[src/rtl/riscv_crypto_fu_sm3_msgexp.sv]
// SM3 message expansion: takes one 512-bit block and streams (Wj, W'j) pairs
// from a 16-word sliding window, one pair per accepted output beat.
module riscv_crypto_fu_sm3_msgexp #(
  parameter int ROUNDS = 64
) (
  input  logic         g_clk,
  input  logic         g_resetn,
  input  logic         in_valid,
  output logic         in_ready,
  input  logic [511:0] in_block,
  output logic         out_valid,
  input  logic         out_ready,
  output logic [31:0]  out_w,
  output logic [31:0]  out_wp,
  output logic [5:0]   out_idx,
  output logic         out_last
);

  localparam logic [0:0] IDLE     = 1'b0;
  localparam logic [0:0] RUN      = 1'b1;
  localparam logic [5:0] LAST_IDX = 6'(ROUNDS - 1);

  logic [0:0]        state_q, state_d;
  logic [15:0][31:0] win_q, win_d;
  logic [5:0]        cnt_q, cnt_d;
  logic              accept_in, beat, at_last;
  logic [31:0]       p1_in, w_next;

  function automatic logic [31:0] rol32(input logic [31:0] x, input int unsigned n);
    return (x << n) | (x >> (32 - n));
  endfunction

  function automatic logic [31:0] p1(input logic [31:0] x);
    return x ^ rol32(x, 15) ^ rol32(x, 23);
  endfunction

  assign accept_in = (state_q == IDLE) && in_valid;
  assign beat      = (state_q == RUN) && out_ready;
  assign at_last   = (cnt_q == LAST_IDX);

  // win[0..15] holds W[j..j+15]; the new word is W[j+16]
  assign p1_in  = win_q[0] ^ win_q[7] ^ rol32(win_q[13], 15);
  assign w_next = p1(p1_in) ^ rol32(win_q[3], 7) ^ win_q[10];

  always_comb begin
    state_d = state_q;
    win_d   = win_q;
    cnt_d   = cnt_q;
    if (accept_in) begin
      for (int i = 0; i < 16; i++) win_d[i] = in_block[511 - 32*i -: 32];
      cnt_d   = '0;
      state_d = RUN;
    end else if (beat) begin
      for (int i = 0; i < 15; i++) win_d[i] = win_q[i+1];
      win_d[15] = w_next;
      if (at_last) begin
        cnt_d   = '0;
        state_d = IDLE;
      end else begin
        cnt_d = cnt_q + 6'd1;
      end
    end
  end

  always_ff @(posedge g_clk or negedge g_resetn) begin
    if (!g_resetn) begin
      state_q <= IDLE;
      win_q   <= '0;
      cnt_q   <= '0;
    end else begin
      state_q <= state_d;
      win_q   <= win_d;
      cnt_q   <= cnt_d;
    end
  end

  assign in_ready  = (state_q == IDLE);
  assign out_valid = (state_q == RUN);
  assign out_w     = win_q[0];
  assign out_wp    = win_q[0] ^ win_q[4];
  assign out_idx   = cnt_q;
  assign out_last  = out_valid && at_last;

endmodule

[config.mk]
export PLATFORM = sky130hd
export DESIGN_NAME = riscv_crypto_fu_sm3_msgexp
export DESIGN_NICKNAME = d
export VERILOG_FILES = /design/src/rtl/riscv_crypto_fu_sm3_msgexp.sv
export SDC_FILE = /design/constraint.sdc
export NUM_CORES = 1
export LEC_CHECK = 0
export CAP_MARGIN = 20
export CORE_AREA = 2 2 243 293
export CTS_CLUSTER_SIZE = 25
export DETAILED_ROUTE_END_ITERATION = 6
export DIE_AREA = 0 0 245 295
export MAX_ROUTING_LAYER = met4
export SLEW_MARGIN = 15
export SYNTH_ARGS = -nofsm -noshare
export SYNTH_HDL_FRONTEND = slang
export SYNTH_SLANG_ARGS = --single-unit
[constraint.sdc]
create_clock -name g_clk -period 4.4 [get_ports g_clk]
set_input_delay 0.88 -clock g_clk [delete_from_list [all_inputs] [get_ports g_clk]]
set_output_delay 0.88 -clock g_clk [all_outputs]
set_load 0.005 [all_outputs]
==> impl.org <==
** Yosys
- A synthesized cell averages 9.60 sq um.
- Counting flops with a built-in enable in the synthesized netlist gives 0.
- The most used flip-flop cell after synthesis is dfrtp_1.
- Yosys printed 0 warnings.
- Synthesis produced a netlist with a net count of around 3k.
- Post-synthesis instance total :: approximately 2.5k
- FFs w/ async S/R, synth :: 100%
- Counting distinct cell types in the post-synthesis netlist gives 34.
- Sequential elements use about 54% of the synthesized area.
- Summing every instance area after synthesis gives 24100 sq um.
- The synthesized design contains 519 register bits.

** Die
- Vertical extent of the die :: between 200 and 300 microns
- Area of the core :: 69400 sq um
- From left edge to right edge, the die measures 245 microns.
- The initial utilization of the core area, before any placement, comes to roughly a third.
- Ports :: 589
- Num rows :: approximately 110
- Die Footprint :: approximately 72000 sq um

** Worst setup path
- The worst setup path is of the reg2out kind.
- CP Cell Sequence :: inv_1 -> nor2_1 -> clkdlybuf4s50_1
- In this run the worst path has a maximum fanout of 34.
- Required time worst endpoint :: 3.52 ns
- Grouping stages by cell kind, the critical path spends the most delay in flip-flops.
- Buffering stage count on the worst path with inverters included :: 2
- STA classifies the critical path startpoint as a flop.
- Crit path arrival time :: ~2.3 ns
- For this run, the slowest stage of the critical path takes about 0.9 ns.
- STA classifies the critical path endpoint as an output pin.
- Crit path max-delay cell type :: dfrtp_2

** Clock network
- CTS Root Buffer Type :: clkbuf_16
- Number of gates given a new drive strength after cts :: 0
- The clock passes through at most 3 buffers.
- TritonCTS built the clock tree.
- Total CTS buffers :: 55
- In this run the post-CTS setup repair buffer count came out at 0.
- Clock latency on the worst-skew pair, taken at its later pin, is approximately 0.6 ns.
- Clk sink count :: between 500 and 600
- The H-tree was split into 2 levels.
- Hold repair after CTS inserted 0 buffers.
- Clock-pin slew on the worst setup and hold paths :: around 0.060 ns

** Timing
- Summed over all failing endpoints, the final setup total negative slack is 0 ns.
- Slew @ Worst Pin :: about 0.96 ns
- Setup violations remaining at the end of the flow were counted as 0.
- On the final layout, the worst hold slack is between 0.3 and 0.4 ns.
- Clock skew :: approximately 0.024 ns
- Share of the clock period used by the worst path :: ~72%
- Hold violation total from the final report :: 0
- Slew margin rel. :: 36.2%
- Setup repair after global routing left no endpoint under its margin.
- The final count of pins violating max slew is 0.
- In the post-route analysis, the smallest setup slack over all paths is 1.24 ns.
- For this run, the top clock speed supported by timing is between 0.3 and 0.4 GHz.
- Subtracting the final worst setup slack from the clock period gives 3.16 ns.

** Placed design
- Detailed placement finished with a half-perimeter wire length of 82.1 mm.
- The congestion estimate from routability-driven global placement came to a little under 0.9.
- Timing analysis after detailed placement gives a worst setup slack of around 1.2 ns.
- Input and output buffers added on the ports amount to 588.
- Total placed instance area :: just over 30000 sq um

** Run
- Maximum Capacitance Violations :: 0

** Worst hold path
- The worst hold path belongs to the class in2async.

** Global routing
- The number of global-route vias before repair is ~22k.
- For met3 alone, demand over resource in global routing was 3.99%.
- Global routing consumed, on the met1 layer, a little under two fifths of the routing resources.
- Wire length of the first global-routing pass :: between 150 and 200 mm
- Entering global routing, the biggest net connects 174 pins.
- The global routing stage identified its most utilized layer as met2.
- For this run, global-route usage on met2 was measured as 50.2%.
- Global Route Usage Sum :: between 30% and 40%
- The initial antenna violation count was 10.
- After global routing the overflow that remains totals 0.

** Detailed routing
- For this run, design rule violations remaining after detail routing come to 0.
- The first TritonRoute pass finished after 7 iterations.
- Via density :: between 5 and 6
- Final antenna-violating net count :: 0
- Routed wirelength normalized by instance count :: 27.3 microns
- Routed Wire Length :: approximately 110 mm
- Total via count in the routed design :: around 21k
- For this block, the initial DRC count from the detailed router was about 2.1k.

** Finish
- Ratio of cells with drive above 1 in the final layout :: under 10%
- Post-layout util :: 46.8%
- The area growth from synthesis to layout is 34.8%.
- Final instance area :: roughly 32000 sq um
- After the last flow step, the layout net total stands at around 3.5k.

** Power
- Total power divided by cell area :: approximately 560 nW/um^2
- Summed over all cells, the static leakage comes to 0.0126 uW.
- IR drop worst, VDD :: between 0.0003 and 0.0004 V

** Outcome
- The flow ran to the end, and the final reports show no timing, DRC or antenna violations.
worst register-to-register path: stages, from the launching register on:
cell	delay, ns
dfrtp_2	0.89
nand2b_4	0.57
buf_12	0.50
buf_12	0.41
o22ai_1	0.28
nor2_1	0.19
flip-flops by register name (all words and copies together), names as in the netlist:
name and count:
out_idx 6, out_valid 1, out_w 32, win_q 480
cells by family after synthesis:
logic type | after synthesis | share of synthesized area [%]
and+or+nand+nor | 1033 | 16.7
AOI/OAI and AO/OA | 520 | 14.7
DFF | 519 | 53.9
buffers and inverters | 214 | 4.59
xor gates and xnor gates | 194 | 8.97
muxes | 27 | 1.12
adders and majority gates | 1 | 0.0519
synthesized netlist by cell type, types with 9 or more instances:
library cell  instances  area [sq um]
a22oi_1              34           255
a31oi_1              12          75.1
buf_1                 9          33.8
buf_2                95           475
buf_4                41           308
clkbuf_1             64           240
dfrtp_1             519         13000
mux2i_1              27           270
nand2_1             106           398
nand3b_1             27           203
nor2_1              884          3320
o221ai_2             27           405
o22ai_1             434          2720
xnor2_1             128          1120
xnor3_1              15           338
xnor3_2              17           404
xor2_1               34           298
where the power goes:
| group | leakage (uW) | internal (uW) | switching, uW |
|---|---|---|---|
| registers | 0.00550 | 5890 | 1470 |
| logic | 0.00619 | 2880 | 3050 |
| clock network | 0.000954 | 3030 | 1980 |
| total | 0.0126 | 11800 | 6500 |
final cells by class:
type | count | area (sq um)
tap | 918 | 1150
inverter | 1 | 3.75
timing repair buffer | 620 | 6340
multi-input combinational | 1775 | 10000
clock buffer | 78 | 1590
clock inverter | 21 | 337
fill | 6604 | 36900
antenna | 11 | 27.5
sequential | 519 | 13000
metal layers:
| metal | share of wire, % | wire, microns | vias up |
|---|---|---|---|
| met3 | 5.7 | 6170 | 179 |
| met5 | 0 | 0 | - |
| li1 | - | - | 9587 |
| met2 | 50 | 53900 | 946 |
| met1 | 40 | 43200 | 10600 |
| met4 | 4.2 | 4570 | 0 |
path summary, 6_finish.rpt:
kind,from,slack (ns),to,depth (start not counted)
setup / recovery,out_valid,1.24,out_last,3
hold / removal,g_resetn,0.36,win_q[351],1
setup reg to reg,out_valid,1.48,win_q[234],5
hold reg to reg,win_q[415],0.48,win_q[415],2
max in group asynchronous,g_resetn,2.91,win_q[236],2
min in group g_clk,win_q[415],0.48,win_q[415],2
stage by stage:
step | power (uW) | instances
floorplan | 10200 | 2508
global placement | 13200 | 3833
detailed placement | 13300 | 3833
CTS | 18300 | 3932
global route | 19000 | 3941
finish | 18300 | 3943
layout by cell type, fill, tap and decap left out, types with 34 or more instances in the layout:
| cell | n |
|---|---|
| a22oi_1 | 34 |
| clkbuf_16 | 55 |
| clkdlybuf4s50_1 | 586 |
| dfrtp_1 | 518 |
| nand2_1 | 106 |
| nor2_1 | 883 |
| o22ai_1 | 434 |
| xnor2_1 | 128 |
| xor2_1 | 34 |
No activity file was read; power rests on OpenSTA's default activity.
==> patch (config.mk and constraints unchanged) <==
Make the reset (`g_resetn`) synchronous in one clocked block.
--- a/src/rtl/riscv_crypto_fu_sm3_msgexp.sv
+++ b/src/rtl/riscv_crypto_fu_sm3_msgexp.sv
@@ -62,7 +62,7 @@
     end
   end
 
-  always_ff @(posedge g_clk or negedge g_resetn) begin
+  always_ff @(posedge g_clk) begin
     if (!g_resetn) begin
       state_q <= IDLE;
       win_q   <= '0;
Check against the original RTL: differs if g_resetn is asserted again (counterexample within 4 cycles, from zero or initial values and one cycle with g_resetn low); with g_resetn held inactive, the same outputs for 4 cycles.
==> patch against the original RTL <==
- the flow now finishes with violations (DRC)
- total power down 26%
- setup slack worse by 0.23 ns
- wire length up 3.9%
- sequential cell count unchanged
- register-to-register slack better by 0.43 ns
- non-clock buffer count up 6
- area after synthesis up 8.6%
- sequential share of layout area down 9.4 points
- cell count up 13%
- cell area up 4.5%
==> patch: results <==
group,metric,value,unit
worst_hold_path,holdPathStages,1,
drt,drcViolationCount,1,
drt,drtIter0Drc,2239,
yosys,syn_nets,3651,
power,ir_worst_vdd,0.242,mV
layout,finalNetCount,4015,
setup_path,cpPeakStageDelay,0.52,ns
clock_tree,clkTransAtPathRegs,0.06,ns
grt,grt_max_degree,211,
drt,wl_met3,5490,um
drt,highest_layer,"met4",
placement,portBuffers,588,
run_status,failed_checks,"DRC",
yosys,async_flop_share,0,%
clock_tree,worstSkewPairLatency,0.64,ns
yosys,yosys_warnings,0,
yosys,synth_common_cells,"1,015 x nand2_1, 519 x dfxtp_1, 483 x nand3_1",
placement,place.gp.congestion,0.933,
grt,grt_pass1_wl,155000,um
grt,antenna_found_initial,8,
layout,largest_register_ffs,480,
drt,routed_wl,112000,um
grt,grt_pass1_vias,22300,
drt,dr.pass1.iters,7,
worst_hold_path,min_path_type,"flop to flop",
setup_path,r2r-start,"out_valid",
placement,dpl_cell_area,0.0321,mm2
clock_tree,clk_path_buf_depth,3,
setup_path,reg2reg_depth,6,
setup_path,r2r-end,"win_q[433]",
power,p_leak,17.5,nW
clock_tree,ctsResizeCount,0,
run_status,outcome,"complete, but fails checks",
layout,drive_gt1_share,4.44,%
worst_hold_path,hold_end,"win_q[287]",
placement,dp_slack,1.22,ns
setup_path,crit_slowest_cell,"clkdlybuf4s50_1",
clock_tree,post_cts_buffers,0,
yosys,synth.distinct_cells,31,
setup_path,worstPathMaxFanout,42,
sta,skew,0.0296,ns
yosys,yosysSeqAreaShare,39.7,%
drt,met2_length,54700,um
clock_tree,cts_buffers,56,
clock_tree,root_buffer,"clkbuf_16",
layout,regMostFlops,"win_q",
sta,worst_pin_slew,1.01,ns
drt,drt-met1-wl,48200,um
setup_path,worstPathArrival,2.51,ns
worst_hold_path,hold_path.startpoint,"win_q[319]",
yosys,synth_area_leaders,"dfxtp_1 40%, o211a_1 18%, nand2_1 15%, nand3_1 9.2%, xnor2_1 3.2%",
grt,track_usage,30.5,%
clock_tree,h-tree-depth,2,
drt,post_drt_via_cell_ratio,5.42,
placement,dpl.hpwl,83700,um
setup_path,rrSetupSlack,1.91,ns
==> patch: changes by cell type after synthesis, sizes merged, moves of 20 or more <==
cell,before,now
o21ai,3,23
o221ai,27,3
nand2,108,1015
xor2,34,54
buf,149,177
o22ai,434,16
nand3b,27,0
clkbuf,64,143
a22oi,34,0
o211a,0,480
dfxtp,0,519
nor2,884,5
nand3,2,483
dfrtp,519,0
==> patch: area by class of cell <==
class / instances / area (um2)
antenna: 7 / 17.5
tap: 918 / 1150
sequential: 519 / 10400
inverter: 4 / 15.0
timing repair buffer: 626 / 6420
clock inverter: 14 / 130
multi-input combinational: 2291 / 14200
clock buffer: 85 / 1650
fill: 6796 / 35400
==> patch: cells by family after synthesis <==
family | count (synthesis) | synth area share [%]
and+or+nand+nor | 1511 | 24.1
AOI/OAI and AO/OA | 555 | 20.1
DFF | 519 | 39.7
buffers and inverters | 324 | 6.20
xor gates and xnor gates | 196 | 8.73
muxes | 28 | 1.07
adders and majority gates | 1 | 0.0478
==> patch: worst max-delay path, delay by kind of cell, from the launching register on <==
family	cells	cell delay, ns
buffers and inverters	3	1.38
flip-flops	1	0.30
AND/OR/NAND/NOR	1	0.21
==> patch: per-layer routing <==
| layer | up-vias | track usage, % |
|---|---|---|
| met1 | 11700 | 39.0 |
| met5 | - | - |
| met2 | 804 | 50.1 |
| met4 | 0 | 10.3 |
| met3 | 137 | 3.35 |
| li1 | 11600 | - |
==> patch: power by group <==
part           switching (mW)  internal [mW]  total, mW
registers               0.601           5.12       5.72
clock network            2.03           2.69       4.71
logic                    1.51           1.61       3.12
==> patch: through the flow <==
stage	hold WS, ns	cells
finish	0.493	4464
global route	0.503	4464
CTS	0.494	4457
detailed placement	0.483	4358
global placement	0.478	4358
floorplan	0.472	3134
==> patch: how the worst max path moves through the flow <==
stage / to / from / cells after the start / slack, ns
2_1_floorplan: out_w[10] / in_valid / 8 / 2.45
3_3_place_gp: win_q[369] / out_ready / 6 / 1.25
3_5_place_dp: win_q[367] / out_ready / 6 / 1.22
4_1_cts: out_last / out_valid / 4 / 1.01
5_1_grt: out_last / out_valid / 4 / 0.87
6_report: out_last / out_valid / 4 / 1.01
